<file path="config.mk">
export PLATFORM = sky130hd
export DESIGN_NAME = rto_core
export DESIGN_NICKNAME = d
export VERILOG_FILES = /design/src/rtl/rto_core.sv
export SDC_FILE = /design/constraint.sdc
export NUM_CORES = 1
export LEC_CHECK = 0
export CAP_MARGIN = 15
export CORE_UTILIZATION = 55
export DETAILED_ROUTE_END_ITERATION = 10
export MAX_ROUTING_LAYER = met4
export PLACE_DENSITY = 0.73
export SYNTH_ARGS = -nofsm -noshare
export SYNTH_HDL_FRONTEND = slang
export SYNTH_SLANG_ARGS = --single-unit
</file>
<file path="constraint.sdc">
create_clock -name clk -period 13.5 [get_ports clk]
set_input_delay 1.35 -clock clk [delete_from_list [all_inputs] [get_ports clk]]
set_output_delay 1.35 -clock clk [all_outputs]
set_load 0.005 [all_outputs]
</file>
<file path="src/rtl/rto_core.sv">
// rto_core: real-time output core. The CPU queues {64-bit timestamp, pattern}
// events over the register bus. Each event's pattern drives dout at the edge
// where the shared system counter reaches (or has passed) its timestamp.
//
// Ports:
//   clk, reset        system clock, asynchronous active-high reset
//   cs/read/write     bus strobes (read/write qualified by cs)
//   addr, wr_data     register address and write data
//   rd_data           registered read data; holds its value until the next read
//   counter           free-running 64-bit system timestamp counter
//   dout              registered output pattern
//
// Register map: 0 TS_LO(W) 1 TS_HI(W) 2 DATA(W, push) 3 STATUS(R) 4 CTRL(W) 5 DOUT(R)
// Build option: define RTO_CORE_LATE_DROP_EN to discard late events instead of
// driving them (the late flag is still set).
module rto_core #(
  parameter int N_OUT   = 4,
  parameter int FIFO_AW = 4
) (
  input  logic              clk,
  input  logic              reset,
  input  logic              cs,
  input  logic              read,
  input  logic              write,
  input  logic [4:0]        addr,
  input  logic [31:0]       wr_data,
  output logic [31:0]       rd_data,
  input  logic [63:0]       counter,
  output logic [N_OUT-1:0]  dout
);

  localparam int DEPTH = 1 << FIFO_AW;

  typedef struct packed {
    logic [63:0]      ts;
    logic [N_OUT-1:0] data;
  } evt_t;

  evt_t               mem [DEPTH];
  logic [FIFO_AW-1:0] wr_ptr, rd_ptr;
  logic [FIFO_AW:0]   level;
  logic [63:0]        stage_ts;
  logic               enable, overflow, late;

  logic   wr_en, rd_en, push_req, ctrl_wr, flush, clr;
  logic   empty, full, due, pop, push_ok, late_evt, drive;
  evt_t   head;
  logic [31:0] rd_mux;

  assign wr_en    = cs & write;
  assign rd_en    = cs & read;
  assign push_req = wr_en && (addr == 5'd2);
  assign ctrl_wr  = wr_en && (addr == 5'd4);
  assign flush    = ctrl_wr && wr_data[1];
  assign clr      = ctrl_wr && wr_data[2];

  assign empty = (level == '0);
  assign full  = (level == (FIFO_AW+1)'(DEPTH));
  assign head  = mem[rd_ptr];

  // Head issues once its timestamp is reached or already passed; a flush
  // in the same cycle wins over both the pop and any push.
  assign due      = enable && !empty && (head.ts <= counter);
  assign pop      = due && !flush;
  assign late_evt = pop && (head.ts < counter);
  // When full, a concurrent pop frees the slot the push lands in.
  assign push_ok  = push_req && !flush && (!full || pop);

`ifdef RTO_CORE_LATE_DROP_EN
  assign drive = pop && (head.ts == counter);
`else
  assign drive = pop;
`endif

  // Event storage needs no reset: level/pointers define what is valid.
  always_ff @(posedge clk) begin
    if (push_ok) mem[wr_ptr] <= '{ts: stage_ts, data: wr_data[N_OUT-1:0]};
  end

  always_ff @(posedge clk or posedge reset) begin
    if (reset) begin
      wr_ptr   <= '0;
      rd_ptr   <= '0;
      level    <= '0;
      stage_ts <= '0;
      enable   <= 1'b0;
      overflow <= 1'b0;
      late     <= 1'b0;
      dout     <= '0;
    end else begin
      if (wr_en && addr == 5'd0) stage_ts[31:0]  <= wr_data;
      if (wr_en && addr == 5'd1) stage_ts[63:32] <= wr_data;
      if (ctrl_wr) enable <= wr_data[0];

      if (flush) begin
        wr_ptr <= '0;
        rd_ptr <= '0;
        level  <= '0;
      end else begin
        if (push_ok) wr_ptr <= wr_ptr + 1'b1;
        if (pop)     rd_ptr <= rd_ptr + 1'b1;
        if (push_ok && !pop)      level <= level + 1'b1;
        else if (pop && !push_ok) level <= level - 1'b1;
      end

      if (drive) dout <= head.data;

      // Set has priority over clear for both sticky flags.
      if (push_req && !flush && full && !pop) overflow <= 1'b1;
      else if (clr)                           overflow <= 1'b0;
      if (late_evt) late <= 1'b1;
      else if (clr) late <= 1'b0;
    end
  end

  always_comb begin
    rd_mux = '0;
    case (addr)
      5'd3: begin
        rd_mux[FIFO_AW:0] = level;
        rd_mux[16]        = empty;
        rd_mux[17]        = full;
        rd_mux[18]        = overflow;
        rd_mux[19]        = late;
        rd_mux[20]        = enable;
      end
      5'd5:    rd_mux[N_OUT-1:0] = dout;
      default: rd_mux = '0;
    endcase
  end

  always_ff @(posedge clk or posedge reset) begin
    if (reset)      rd_data <= '0;
    else if (rd_en) rd_data <= rd_mux;
  end

endmodule

</file>
# == Yosys cells after proc, flatten, opt, wreduce, memory -nomap -nowiden ==
# Memories as Yosys holds them, arrays and structs flattened.
# Cells that the tools add are included.
# totals
inputBits,106
ram_bits,1088
out_inout_bits,36
reg_bits,94
n_memories,1
# classes
bitwise,2
eq_ne,6
muxes,15
n_reduce_logical,29
addsub,4
n_lt_le_gt_ge,2
# mem_list
name,words,width,read_ports,rd_ports_with_merged_regs,write_ports,line,text
mem,16,68,1,0,1,39,evt_t mem [DEPTH];
# op_table
op,count
less-or-equal comparator 64 bit,1
< comparator 64 bit,1
2-to-1 mux 5 bit,4
logical AND 1 bit,16
2-to-1 mux 4 bit,4
"== test 5 x 2 -> 1 bit, second input constant",2
"== test 5 x 3 -> 1 bit, second input constant",2
zero test 5 bit,2
"adder 4 x 1 -> 4 bit, second input constant",2
case mux 4 bit (2 select lines),1
nonzero test 2 bit,4
2-to-1 mux 1 bit,6
"adder 5 x 1 -> 5 bit, second input constant",1
"== test 5 x 1 -> 1 bit, second input constant",1
"== test 5 bit, second input constant",1
zero test 1 bit,5
"subtractor 5 x 1 -> 5 bit, second input constant",1
nonzero test 3 bit,1
bitwise AND 1 bit,2
logical OR 1 bit,1

# == Logic depth before layout (Yosys ltp) ==
# Gate-level depths: netlist of the first run.
# logic_depth
word_depth,12
mapped_depth,22
depth_no_buf,19

# == Worst setup path after synthesis of the first run ==
# OpenSTA, ideal clock, no wires.
# synth_timing
path_kind,flip-flop to flip-flop
from,register rd_ptr[0]
to,memory mem[0][0] in the netlist's numbering (enable)
setup_slack_ps,1707
synth_period_minus_slack_ps,11793
setup_time_ps,686
path_buffers,4
path_stages_with_launch,16
arrival_time_ps,11108
cell_sequence,dfrtp_1 -> buf_2 -> clkbuf_1 -> buf_1 -> mux4_2 -> mux4_2 -> ha_1 -> nand4_1 -> nor2_1 -> a221oi_1 -> a31oi_2 -> nor4_4 -> or2_2 -> buf_2 -> o21ai_2 -> nor4b_1
# synth_between
elab_chain_len,8
# synth_rtl
item,line,text
from (decl),40,"logic [FIFO_AW-1:0] wr_ptr, rd_ptr;"
from (signal assigned),101,if (pop) rd_ptr <= rd_ptr + 1'b1;
memory (16 x 68 bit),--,
less-or-equal comparator 64 bit,63,assign due = enable && !empty && (head.ts <= counter);
logical AND 1 bit,63,
logical AND 1 bit,64,assign pop = due && !flush;
logical OR 1 bit,67,assign push_ok = push_req && !flush && (!full || pop);
logical AND 1 bit,67,
2-to-1 mux 1 bit,77,"if (push_ok) mem[wr_ptr] <= '{ts: stage_ts, data: wr_data[N_OUT-1:0]};"
2-to-1 mux 1 bit (implied by the code),77,
to (decl),39,
# No other way between the ends.

# == Worst setup path after layout of the first run ==
# layout_timing
from,register rd_ptr[0]
to,memory mem[14][3] in the netlist's numbering (enable)
# Same word-level chain as after synthesis.

==> results.json, run 1 <==
{
  "route.detailed.drc": 0,
  "vias": 22300,
  "synth_enable_flop_cells": 1088,
  "cts_tree": "built",
  "grt_max_degree": 126,
  "ctsHtreeMaxLevel": 3,
  "status": "complete, no violations",
  "synthFlopType": "edfxtp_1",
  "syn_avg_cell_area_um2": 22.3,
  "antenna_found_initial": 4,
  "ys_seq_area_share_pct": 75.1,
  "clkLatencyLatePin_ns": 0.68,
  "worstMarginPinSlew_ns": 1.14,
  "wl_per_cell_um": 29.9,
  "cts_setup_buffers": 0,
  "overflow": 0,
  "cts_buffer_depth": 3,
  "max_slew_margin_pct": 23.9,
  "cts_resized": 0,
  "io_pins": 142,
  "root_buffer": "clkbuf_16",
  "ir_worst_vdd_v": 0.000157,
  "synth_top_cells_by_count": "1088 x edfxtp_1, 334 x mux4_2, 94 x dfrtp_1",
  "hold_path.class": "register to register",
  "rsz0062_at_grt": "no",
  "setup_tns_ns": 0,
  "core_um2": 83800,
  "utilization_pct": 63.2,
  "row_count": 106,
  "critical_path_required_ns": 13.79,
  "place_ws_ns": 5.26,
  "synth_top_area_cell": "edfxtp_1",
  "cts-hold-fix-buffers": 0,
  "cts_sinks": 1182,
  "numPlacedInstances": 3286,
  "grt_pass1_wl_mm": 153,
  "drive_gt1_share_pct": 27.6,
  "die-area_um2": 85900,
  "hold_violations": 0,
  "drv_cap": 0,
  "syn2layout_area_growth_pct": 13.7,
  "track_usage_pct": 25.8,
  "syn_area_um2": 46600,
  "fin_skew_ns": 0.0223,
  "cp-end-kind": "register",
  "synthArstFlopShare_pct": 7.95,
  "cts_made_buffers": 115,
  "synth_area_leaders": "edfxtp_1 70%, mux4_2 16%, dfrtp_1 5.0%",
  "synth.most_common_cell": "edfxtp_1",
  "power_density_nw_per_um2": 179,
  "vias_per_cell": 6.36,
  "yosys_warnings": 0,
  "die_w_um": 293,
  "initial_core_util_pct": 55.6,
  "hold_depth": 1,
  "start_kind": "register",
  "maxSlewViolCount": 0,
  "dr.pass1.iters": 5,
  "reg2reg_depth": 13,
  "portBuffers": 119,
  "arrival_ns": 8.51,
  "nets": 2448,
  "fp.dieH_um": 293,
  "critPathMaxFanout": 45,
  "max_freq_ghz": 0.122,
  "syn_inst": 2088,
  "fin_crit_ns": 8.22,
  "fin_crit_sh_pct": 60.9,
  "ant_nets": 0,
  "final_cells": 3506,
  "leakage_uw": 0.0177,
  "critPathKind": "register to register",
  "synthDistinctLibCells": 61,
  "globalplace.congestion": 0.831,
  "path_clk_slew_ns": 0.06,
  "ys_ff_latch": 1182,
  "hpwl_mm": 57.3,
  "synth_top_area_share_pct": 70.1,
  "grt_pass1_vias": 22700,
  "setup_viol": 0,
  "drt_iter0_drc": 2541,
  "wl_mm": 105,
  "hold_slack_ns": 0.532,
  "setup_slack_ns": 5.28
}
-- worst max-delay path: stages, from the launching register on --
cell,delay (ns)
dfrtp_4,0.95
buf_4,0.78
buf_4,0.79
mux4_2,0.60
mux4_2,0.47
ha_1,0.31
a21oi_1,0.18
o21ai_0,0.17
a221oi_1,0.61
a31oi_1,0.31
nor4_1,0.39
o31a_1,0.59
and4_4,0.70
buf_4,0.80
-- routing by layer --
layer  vias to the layer above  GRT usage, %  part of all wire (%)
met1                     11900          35.7                    39
li1                       9080             -                     -
met3                       193          5.65                   9.6
met5                         -             -                     0
met2                      1134          39.3                    48
met4                         0          7.44                   2.6
-- where the power goes --
| group | internal (uW) | switching, uW | total (uW) | leakage (uW) |
|---|---|---|---|---|
| Sequential | 4130 | 241 | 4370 | 0.0112 |
| Combinational | 1050 | 850 | 1900 | 0.00458 |
| Clock | 1870 | 1350 | 3220 | 0.00186 |
| Total | 7050 | 2440 | 9490 | 0.0177 |
-- cell usage in the layout, fill, tap and decap left out, drive strengths merged, types with 19 or more instances in the layout --
| cell | count |
|---|---|
| a21oi | 29 |
| dfrtp | 94 |
| mux4 | 334 |
| clkdlybuf4s50 | 119 |
| clkbuf | 152 |
| mux2 | 69 |
| nand2 | 35 |
| conb | 22 |
| buf | 37 |
| o21ai | 22 |
| nor2 | 19 |
| inv | 83 |
| edfxtp | 1088 |
| ha | 72 |
| clkinv | 37 |
-- final timing paths --
check                                from          end  slack (ns)
max in group asynchronous           reset    rd_ptr[1]       11.00
worst max register to register  rd_ptr[0]   mem[14][3]        5.28
worst min register to register   overflow  rd_data[18]        0.53
min in group asynchronous           reset    wr_ptr[0]        1.30
worst max-delay path            rd_ptr[0]   mem[14][3]        5.28
worst min-delay path             overflow  rd_data[18]        0.53
-- stage by stage --
step	area, um^2	power (uW)
floorplan	46700	5830
global placement	49200	6320
detailed placement	49200	6360
CTS	53000	9550
global route	53000	9830
finish	53000	9490
-- sequential cells by signal, indices dropped and copies added (netlist names) --
name and count:
wr_ptr 4, dout 4, stage_ts 64, mem 1088, late 1, level 5, rd_data 10, enable 1
overflow 1, rd_ptr 4
-- final cells by class --
| type | instances | area, um^2 |
|---|---|---|
| Clock inverter | 65 | 677 |
| Timing Repair Buffer | 156 | 1490 |
| Tap cell | 1134 | 1420 |
| Antenna cell | 3 | 7.51 |
| Clock buffer | 152 | 3140 |
| Inverter | 75 | 284 |
| Multi-Input combinational cell | 739 | 11000 |
| Sequential cell | 1182 | 35000 |
| Fill cell | 5556 | 30800 |
-- kinds of logic after synthesis --
logic type                 Yosys count  synth area share [%]
AOI/OAI and AO/OA                   96                  1.44
xor gates and xnor gates             6                 0.113
adders and majority gates           73                  1.98
buffers and inverters              188                  1.74
DFF                               1182                  75.1
muxes                              409                  18.0
other                                1               0.00804
and+or+nand+nor                    133                  1.66
(Power assumes the default switching activity.)
==> inputs of run 2 (changes only) <==
- clock period: 13.5 -> 8 ns (I/O delays scaled with it)
==> run 2 against run 1 <==
Clock power increased by 69%; via count increased by 0.20%; global-route usage increased by 0.38 points; clock skew increased by 0.0078 ns; first-iteration DRC count decreased by 4.5%; sequential share of layout area decreased by 0.56 points; die area unchanged; clock-buffer cell count decreased by 3; power increased by 69%; non-clock buffer count increased by 20; worst setup slack got worse by 4.1 ns; hold slack got worse by 0.030 ns; critical path type unchanged.
==> results.json, run 2 (synthesis results as in run 1) <==
{
  "status": "complete, no violations",
  "reg2reg_depth": 14,
  "cts-hold-fix-buffers": 0,
  "die_w_um": 293,
  "ant_nets": 0,
  "cp-end-kind": "register",
  "initial_core_util_pct": 55.6,
  "critical_path_required_ns": 8.30,
  "fin_skew_ns": 0.0300,
  "final_cell_mix": "1088 x edfxtp_1, 334 x mux4_2, 119 x clkdlybuf4s50_1",
  "largest_reg_flops": 1088,
  "topRoutingLayerUsed": "met4",
  "utilization_pct": 63.8,
  "drive_gt1_share_pct": 28.1,
  "swShare_pct": 25.3,
  "cts_tree": "built",
  "reg2reg_from": "rd_ptr[0]",
  "slowest_stage": "dfrtp_4",
  "worstPathCellList": "buf_12, buf_4, mux4_2, mux4_2, ha_1, nor2b_1, o211a_1, o21ai_0, a31oi_1, nor4_1, o31a_1, nand2_1, nor3b_2, buf_12",
  "arrival_ns": 7.11,
  "critPathMaxFanout": 68,
  "drt_iter0_drc": 2427,
  "max_freq_ghz": 0.147,
  "globalplace.congestion": 0.885,
  "portBuffers": 119,
  "cts_sinks": 1182,
  "fp.dieH_um": 293,
  "overflow": 0,
  "min_to": "overflow",
  "core_um2": 83800,
  "fin_crit_sh_pct": 85.2,
  "grt_max_degree": 98,
  "wl_mm": 107,
  "vias_per_cell": 6.34,
  "cts_setup_buffers": 0,
  "p_total_uw": 16000,
  "wl_per_cell_um": 30.3,
  "seqPwrFrac_pct": 45.5,
  "nets": 2464,
  "maxSlewViolCount": 0,
  "ir_worst_vdd_v": 0.000221,
  "hpwl_mm": 57.8,
  "setup_tns_ns": 0,
  "start_kind": "register",
  "grt_pass1_wl_mm": 155,
  "hold_violations": 0,
  "route.detailed.drc": 0,
  "met3WireLength_mm": 10.2,
  "cts_resized": 0,
  "dr.pass1.iters": 6,
  "routed-wl-met2_mm": 52.2,
  "max_slew_margin_pct": 21.6,
  "hold_depth": 2,
  "p_comb_share_pct": 20.6,
  "cts_buffer_depth": 3,
  "track_usage_pct": 26.2,
  "internal-power_uw": 12000,
  "fin_crit_ns": 6.81,
  "rrSetupSlack_ns": 1.19,
  "rsz0062_at_grt": "no",
  "reg2reg_to": "mem[4][50]",
  "io_pins": 142,
  "pwr-share-clk_pct": 33.8,
  "die-area_um2": 85900,
  "leakage_uw": 0.0178,
  "power_density_nw_per_um2": 300,
  "p_switching_uw": 4060,
  "slowest_delay_ns": 0.82,
  "worstMarginPinSlew_ns": 1.17,
  "path_clk_slew_ns": 0.06,
  "hold_path.class": "register to register",
  "clkLatencyLatePin_ns": 0.68,
  "row_count": 106,
  "cp_top_family": "buffers and inverters",
  "root_buffer": "clkbuf_16",
  "cts_made_buffers": 111,
  "grt_pass1_vias": 22900,
  "vias": 22300,
  "drt-met1-wl_mm": 42.0,
  "critPathKind": "register to register",
  "largest_register": "mem",
  "top_regs": "mem x1088, stage_ts x64, rd_data x10",
  "antenna_found_initial": 8,
  "mostFrequentLayoutCell": "edfxtp_1",
  "min-delay-start": "overflow",
  "cp_num_buf_inv": 3,
  "syn2layout_area_growth_pct": 14.7,
  "drv_cap": 0,
  "ctsHtreeMaxLevel": 3,
  "setup_viol": 0
}
run 2: worst register-to-register path: stages, from the launching register on:
cell and delay [ns]:
dfrtp_4 0.82, buf_12 0.42, buf_4 0.58, mux4_2 0.63
mux4_2 0.48, ha_1 0.29, nor2b_1 0.13, o211a_1 0.20
o21ai_0 0.41, a31oi_1 0.26, nor4_1 0.48, o31a_1 0.58
nand2_1 0.28, nor3b_2 0.32, buf_12 0.53
run 2: cell type report:
type / instances / area (um^2)
Antenna cell: 5 / 12.5
Clock buffer: 149 / 3080
Sequential cell: 1182 / 35000
Fill cell: 5495 / 30400
Tap cell: 1134 / 1420
Timing Repair Buffer: 176 / 1890
Multi-Input combinational cell: 739 / 11000
Clock inverter: 61 / 743
Inverter: 75 / 284
run 2: per-stage QoR:
stage	setup WS [ns]	hold WS, ns	cell area [um^2]	cells
floorplan	-1.66	0.449	46700	2109
global placement	1.32	0.486	49600	3306
detailed placement	1.23	0.493	49600	3306
CTS	1.18	0.506	53400	3516
global route	0.805	0.546	53500	3520
finish	1.19	0.502	53500	3521
run 2: per-layer routing:
metal / vias up / GRT usage (%)
met3: 152 / 5.43
met4: 0 / 6.07
met5: - / -
met1: 11900 / 36.2
li1: 9126 / -
met2: 1192 / 40.7
run 2: power by group through the flow:
stage               Combinational, uW  Sequential, uW  Clock [uW]
finish                           3310            7300        5430
global route                     3560            7330        5730
CTS                              3360            7300        5500
detailed placement               3340            7430           0
global placement                 3270            7400           0
floorplan                        2600            7230           0
run 2: worst max-delay path by stage:
stage / from / slack, ns / end / cells after the start
finish: rd_ptr[0] / 1.19 / mem[4][50] / 14
global route: rd_ptr[0] / 0.81 / level[4] / 19
CTS: rd_ptr[0] / 1.18 / mem[4][41] / 14
detailed placement: rd_ptr[0] / 1.23 / level[4] / 19
global placement: rd_ptr[0] / 1.32 / level[4] / 19
floorplan: rd_ptr[0] / -1.66 / mem[7][0] / 14
